<file path="config.mk">
export PLATFORM = sky130hd
export DESIGN_NAME = ring_pattern_gen
export DESIGN_NICKNAME = d
export VERILOG_FILES = /design/src/rtl/ring_pattern_gen.sv
export SDC_FILE = /design/constraint.sdc
export NUM_CORES = 1
export LEC_CHECK = 0
export BUFFER_PORTS_ARGS = -buffer_cell sky130_fd_sc_hd__buf_2
export CAP_MARGIN = 20
export CORE_MARGIN = 1
export CORE_UTILIZATION = 59
export DETAILED_ROUTE_END_ITERATION = 12
export HOLD_SLACK_MARGIN = 0.02
export PLACE_DENSITY = 0.85
export SLEW_MARGIN = 10
export SYNTH_ARGS = -nofsm -noshare
export SYNTH_HDL_FRONTEND = slang
export SYNTH_SLANG_ARGS = --single-unit
</file>
<file path="constraint.sdc">
create_clock -name clk -period 4.9 [get_ports clk]
set_clock_uncertainty 0.05 [all_clocks]
set_input_delay 0.98 -clock clk [delete_from_list [all_inputs] [get_ports clk]]
set_output_delay 0.98 -clock clk [all_outputs]
set_load 0.02 [all_outputs]
</file>
<file path="src/rtl/ring_pattern_gen.sv">
// Rotating / shifting / bouncing / Johnson pattern generator with a step-rate prescaler.
// Latency: 1 clock from a tick or load to the updated pattern; pattern output is combinational.
// Backpressure: none; run=0 freezes both the pattern and the prescaler in place.
module ring_pattern_gen #(
    parameter int               WIDTH      = 8,
    parameter int               PRESCALE_W = 4,
    parameter logic [WIDTH-1:0] RESET_VAL  = WIDTH'(1)
) (
    input  logic                  clk,
    input  logic                  rst,
    input  logic                  load,
    input  logic [WIDTH-1:0]      load_data,
    input  logic                  run,
    input  logic                  dir,
    input  logic [1:0]            mode,
    input  logic [PRESCALE_W-1:0] rate,
    input  logic                  mirror,
    output logic [WIDTH-1:0]      pattern,
    output logic                  step,
    output logic                  wrap
);

    localparam logic [1:0] MODE_ROT = 2'b00;
    localparam logic [1:0] MODE_SHF = 2'b01;
    localparam logic [1:0] MODE_BNC = 2'b10;
    localparam logic [1:0] MODE_JOH = 2'b11;

    logic [WIDTH-1:0]      preg;
    logic [WIDTH-1:0]      seed;
    logic [PRESCALE_W-1:0] cnt;
    logic                  bdir;

    logic                  tick;
    logic [WIDTH-1:0]      nxt;
    logic                  nbdir;
    logic                  lead;

    // d=0 moves toward the MSB and fills bit 0; d=1 moves toward the LSB and fills the MSB.
    function automatic logic [WIDTH-1:0] shift_fill(input logic [WIDTH-1:0] v,
                                                    input logic d,
                                                    input logic fill);
        return d ? {fill, v[WIDTH-1:1]} : {v[WIDTH-2:0], fill};
    endfunction

    assign tick = run && (cnt == rate);

    // Candidate next pattern and bounce direction for the current mode.
    always_comb begin
        nxt   = preg;
        nbdir = bdir;
        lead  = bdir ? preg[0] : preg[WIDTH-1];
        case (mode)
            MODE_ROT: nxt = shift_fill(preg, dir, dir ? preg[0] : preg[WIDTH-1]);
            MODE_SHF: nxt = shift_fill(preg, dir, 1'b0);
            MODE_JOH: nxt = shift_fill(preg, dir, dir ? ~preg[0] : ~preg[WIDTH-1]);
            MODE_BNC: begin
                // A set bit at the leading edge reverses travel before shifting;
                // an all-zero pattern never has a leading bit, so it stays put.
                nbdir = lead ? ~bdir : bdir;
                nxt   = shift_fill(preg, nbdir, 1'b0);
            end
            default: nxt = preg;
        endcase
    end

    // State update: reset beats load, load beats tick.
    always_ff @(posedge clk) begin
        if (rst) begin
            preg <= RESET_VAL;
            seed <= RESET_VAL;
            cnt  <= '0;
            bdir <= 1'b0;
            step <= 1'b0;
            wrap <= 1'b0;
        end else if (load) begin
            preg <= load_data;
            seed <= load_data;
            cnt  <= '0;
            bdir <= dir;
            step <= 1'b0;
            wrap <= 1'b0;
        end else begin
            step <= tick;
            wrap <= tick && (nxt == seed);
            if (tick) begin
                preg <= nxt;
                cnt  <= '0;
            end else if (run) begin
                cnt  <= cnt + PRESCALE_W'(1);
            end
            // Bounce keeps its own travel direction; other modes track dir directly.
            if (mode != MODE_BNC) begin
                bdir <= dir;
            end else if (tick) begin
                bdir <= nbdir;
            end
        end
    end

    // Optional bit reversal on the way out, no register stage.
    always_comb begin
        pattern = preg;
        if (mirror) begin
            for (int i = 0; i < WIDTH; i++) begin
                pattern[i] = preg[WIDTH-1-i];
            end
        end
    end

endmodule

</file>
Word level (Yosys, flattened, before mapping)
Cells that the tools add are included.

Input port bits: 20. Register bits after elaboration: 23. Logic and storage cells: 41.

Multiplexer cells: 16. Add/subtract/negate cells: 1. Reduce and logical (&&, ||, !) cells: 9. Equality and inequality tests: 6. Bitwise logic cells: 3.

Operator list (count): 2-to-1 mux 8 bit (7); one-hot mux 8 bit (4 select lines) (1); == test 8 bit (1); 2-to-1 mux 1 bit (8); nonzero test 3 bit (2); adder 4 x 1 -> 4 bit, second input constant (1); == test 2 bit, second input constant (2); == test 4 bit (1); inverter 1 bit (3); OR reduction 3 bit (1); == test 2 x 1 -> 1 bit, second input constant (1); logical AND 1 bit (2); zero test 2 bit (1); inequality test 2 bit, second input constant (1); AND reduction 2 bit (1); nonzero test 2 bit (1); OR reduction 2 bit (1).

Depth between registers and ports, before layout
Word-level depth: 6. Mapped depth: 7. Mapped depth without buffers: 6.

Worst setup path after synthesis
OpenSTA, ideal clock, no wires.

Path type: input port to output port. Start: in mirror. End: out pattern[6]. Arrival time: 1681 ps. Required time: 3870 ps. Stages: 2. Path slack: 2189 ps. Cells stage by stage: clkbuf_1 -> o21ai_0.

Longest elaborated chain between the ends: 1.

Ends and longest elaborated chain: start: declaration (RTL line 17) `input logic mirror,`; 2-to-1 mux 8 bit (RTL line 103) `if (mirror) begin`; end: declaration (RTL line 18) `output logic [WIDTH-1:0] pattern,`.

Every way passes these cells.

Worst setup path after layout
Start: in mirror. End: out pattern[3].

Same word-level chain as after synthesis.

==> metrics.md <==
| Metric | Value |
|---|---|
| Fin crit period | `2.71 ns` |
| Maximum vdd drop | `0.000229 V` |
| Slowest cell on crit path | `mux2_2` |
| Most frequent cells in the layout | `buf_2 (29), dfxtp_1 (23), nand2_1 (20)` |
| Num CTS Buffers | `3` |
| Critical Path Most Common Cell | `buf_2` |
| Fillers | `219` |
| Layout cells sized above 1 | `0.240` |
| EDFF count, synth | `0` |
| Synthesized area | `1530 um^2` |
| Library cells used by synthesis | `47` |
| CTS tree | `done` |
| Post-synthesis compound-gate area fraction | `0.199` |
| Total power | `0.000400 W` |
| Worst setup SP type | `input pin` |
| Site Rows | `18` |
| Worst Path Arrival | `1.68 ns` |
| Post-CTS resize count | `0` |
| Vias in the first global route | `1257` |
| Leakage | `0.652 nW` |
| Worst setup EP type | `output pin` |
| Post-route ant nets | `0` |
| Hold_buf cts | `0` |
| Main combinational cell family by area after synthesis | `simple AND/OR/NAND/NOR gates` |
| Bufs on Longest Clock Path | `2` |
| Layout net count | `230` |
| Crit Path Class | `in -> out` |
| Post-Syn Instances | `187` |
| Synth top area cells | `dfxtp_1 (30%), xnor2_1 (6.9%), mux2_2 (5.9%), nand2_1 (4.9%), o21ai_0 (4.6%)` |
| Fin. max-slew vios | `0` |
| Adder-Cell Fraction of Synth Area | `0.00816` |
| ANT cells | `0` |
| Critical path required time | `3.87 ns` |
| Die Ht | `53.0 um` |
| Max_slew headroom | `0.605` |
| Vias | `1431` |
| Synth Net Count | `208` |
| Final setup viols | `0` |
| Yosys warning count | `0` |
| Most common cell after layout, fill and taps aside | `buf_2` |
| Min-delay src | `seed[6]$_SDFFE_PP0P_` |
| Drt via density | `6.01` |
| Clock Latency Late Sink | `0.31 ns` |
| Util after Layout | `0.677` |
| Initial antenna violation count | `0` |
| Critical R2R Launch | `cnt[0]$_SDFFE_PP0P_` |
| Worst-path maximum fanout | `9` |
| Clk Tree Root Cell | `clkbuf_4` |
| 1st-iter DRT viols | `34` |
| RSZ-0062 raised after global routing | `no` |
| Layout area overhead | `9.38%` |
| Worst Tran Pin Value | `0.592 ns` |
| GP Congestion | `0.889` |
| Largest net degree at the start of global routing | `19` |
| Worst Reg-to-Reg Cells | `6` |
| Achievable Freq | `369 MHz` |
| Gr usage total | `0.266` |
| GR Overflow Total | `0` |
| Wire per inst | `14.2 um` |
| FF-to-FF End | `preg[3]$_SDFFE_PP0P_` |
| Synth async-reset ratio | `0` |
| Top cell type by total area after synthesis | `dfxtp_1` |
| Xor/xnor cell area share of the yosys netlist | `0.103` |
| Post-synth top flop | `dfxtp_1` |
| Area after DPL | `1650 um^2` |
| Initial Util | `0.619` |
| Crit path cell chain | `buf_2 > mux2_2 > buf_2` |
| HPWL after DPL | `2570 um` |
| Total die area | `2810 um^2` |
| Post-Route Setup TNS | `0 ns` |
| Input/output buffers | `29` |
| Worst Hold Class | `reg -> reg` |
| Placed cells | `234` |
| Status | `finished clean` |
| Maxcap violations | `0` |
| Fin cells | `238` |
| First-pass iteration count of the detailed router | `4` |
| Post-route cell area | `1680 um^2` |
| Total Wirelength | `3390 um` |
| Simple-Gate Fraction of Synth Area | `0.237` |
| FF/Latch Area | `460 um^2` |
| Final hold vios | `0` |
| Worst Hold Path EP | `seed[6]$_SDFFE_PP0P_` |
| Crit-path max cell delay | `0.35 ns` |
| Clk sink count | `23` |
| CTS H-tree lvls | `1` |
| Chip Width | `53.0 um` |
| Synthesized flop and latch total | `23` |
| Syn Area/Cell | `8.20 um^2` |
| I/O pin count | `30` |
| Power Density | `238 nW/um^2` |
| Reg clk slew, reported paths | `0.11 ns` |
| Reg2reg setup slack | `2.85 ns` |
| Worst Hold Depth | `2` |
| Area taken by multi-input logic gates | `993 um^2` |
| Mux share of post-synthesis cell area | `0.100` |
| Period utilization | `0.552` |
| DRC errors left | `0` |
| Core footprint | `2480 um^2` |
| Yosys top cell area share | `0.300` |
| Register area share after synthesis | `0.300` |
| Post-CTS setup buffer count | `0` |
| First-pass GRT wire length | `5430 um` |
[worst max path at each step]
stage,start,to,slack [ns],cells past startpoint
after CTS,mirror,pattern[3],2.19,3
final,mirror,pattern[3],2.19,3
after global placement,mirror,pattern[3],2.22,3
after global routing,mirror,pattern[3],2.16,3
after floorplan,mirror,pattern[6],2.19,2
after detailed placement,mirror,pattern[3],2.19,3
[report_power, final]
part            total, W  internal [W]  switching (W)
clock network  0.0000859     0.0000318      0.0000541
logic           0.000103     0.0000459      0.0000571
registers       0.000211      0.000196      0.0000148
total           0.000400      0.000274       0.000126
[critical path: cells and delay by family]
family                 cells  cell delay (ns)
buffers and inverters      2             0.34
multiplexers               1             0.35
[synthesized netlist by cell type, types with 4 or more instances]
| master | n |
|---|---|
| xor2_1 | 6 |
| clkbuf_1 | 6 |
| o21ai_0 | 14 |
| xnor2_1 | 12 |
| mux2i_1 | 5 |
| nand4_1 | 4 |
| a21oi_1 | 12 |
| nand3_1 | 9 |
| dfxtp_1 | 23 |
| nor2_1 | 12 |
| nand2_1 | 20 |
| mux2_2 | 8 |
| buf_2 | 4 |
| inv_1 | 4 |
[cell families (layout without fill, tap and decap cells)]
| family | count (synthesis) | count (layout) |
|---|---|---|
| flops | 23 | 23 |
| mux | 14 | 14 |
| simple gates | 67 | 67 |
| xor+xnor | 18 | 18 |
| compound gates | 48 | 48 |
| fa+ha+maj | 1 | 1 |
| buf+inv | 16 | 37 |
[per-stage QoR]
stage | hold WS (ns) | setup WS, ns
2_1_floorplan | 0.407 | 2.19
3_3_place_gp | 0.416 | 2.22
3_5_place_dp | 0.442 | 2.19
4_1_cts | 0.461 | 2.19
5_1_grt | 0.484 | 2.16
6_report | 0.456 | 2.19
[metal layers]
layer	wire length, um	global-route usage
met1	1530	0.339
met2	1660	0.466
met3	159	0.0345
met4	36	0.0658
met5	0	0
[area by class of cell]
cell class | instances | area share
Clock buffer | 4 | 0.0157
Inverter | 4 | 0.00895
Multi-Input combinational cell | 148 | 0.592
Sequential cell | 23 | 0.274
Tap cell | 30 | 0.0224
Timing Repair Buffer | 29 | 0.0865
[registers in the layout (all words and copies together) (netlist names)]
register,flops
bdir,1
cnt,4
preg,8
seed,8
step,1
wrap,1
No activity file was read; power rests on OpenSTA's default activity.
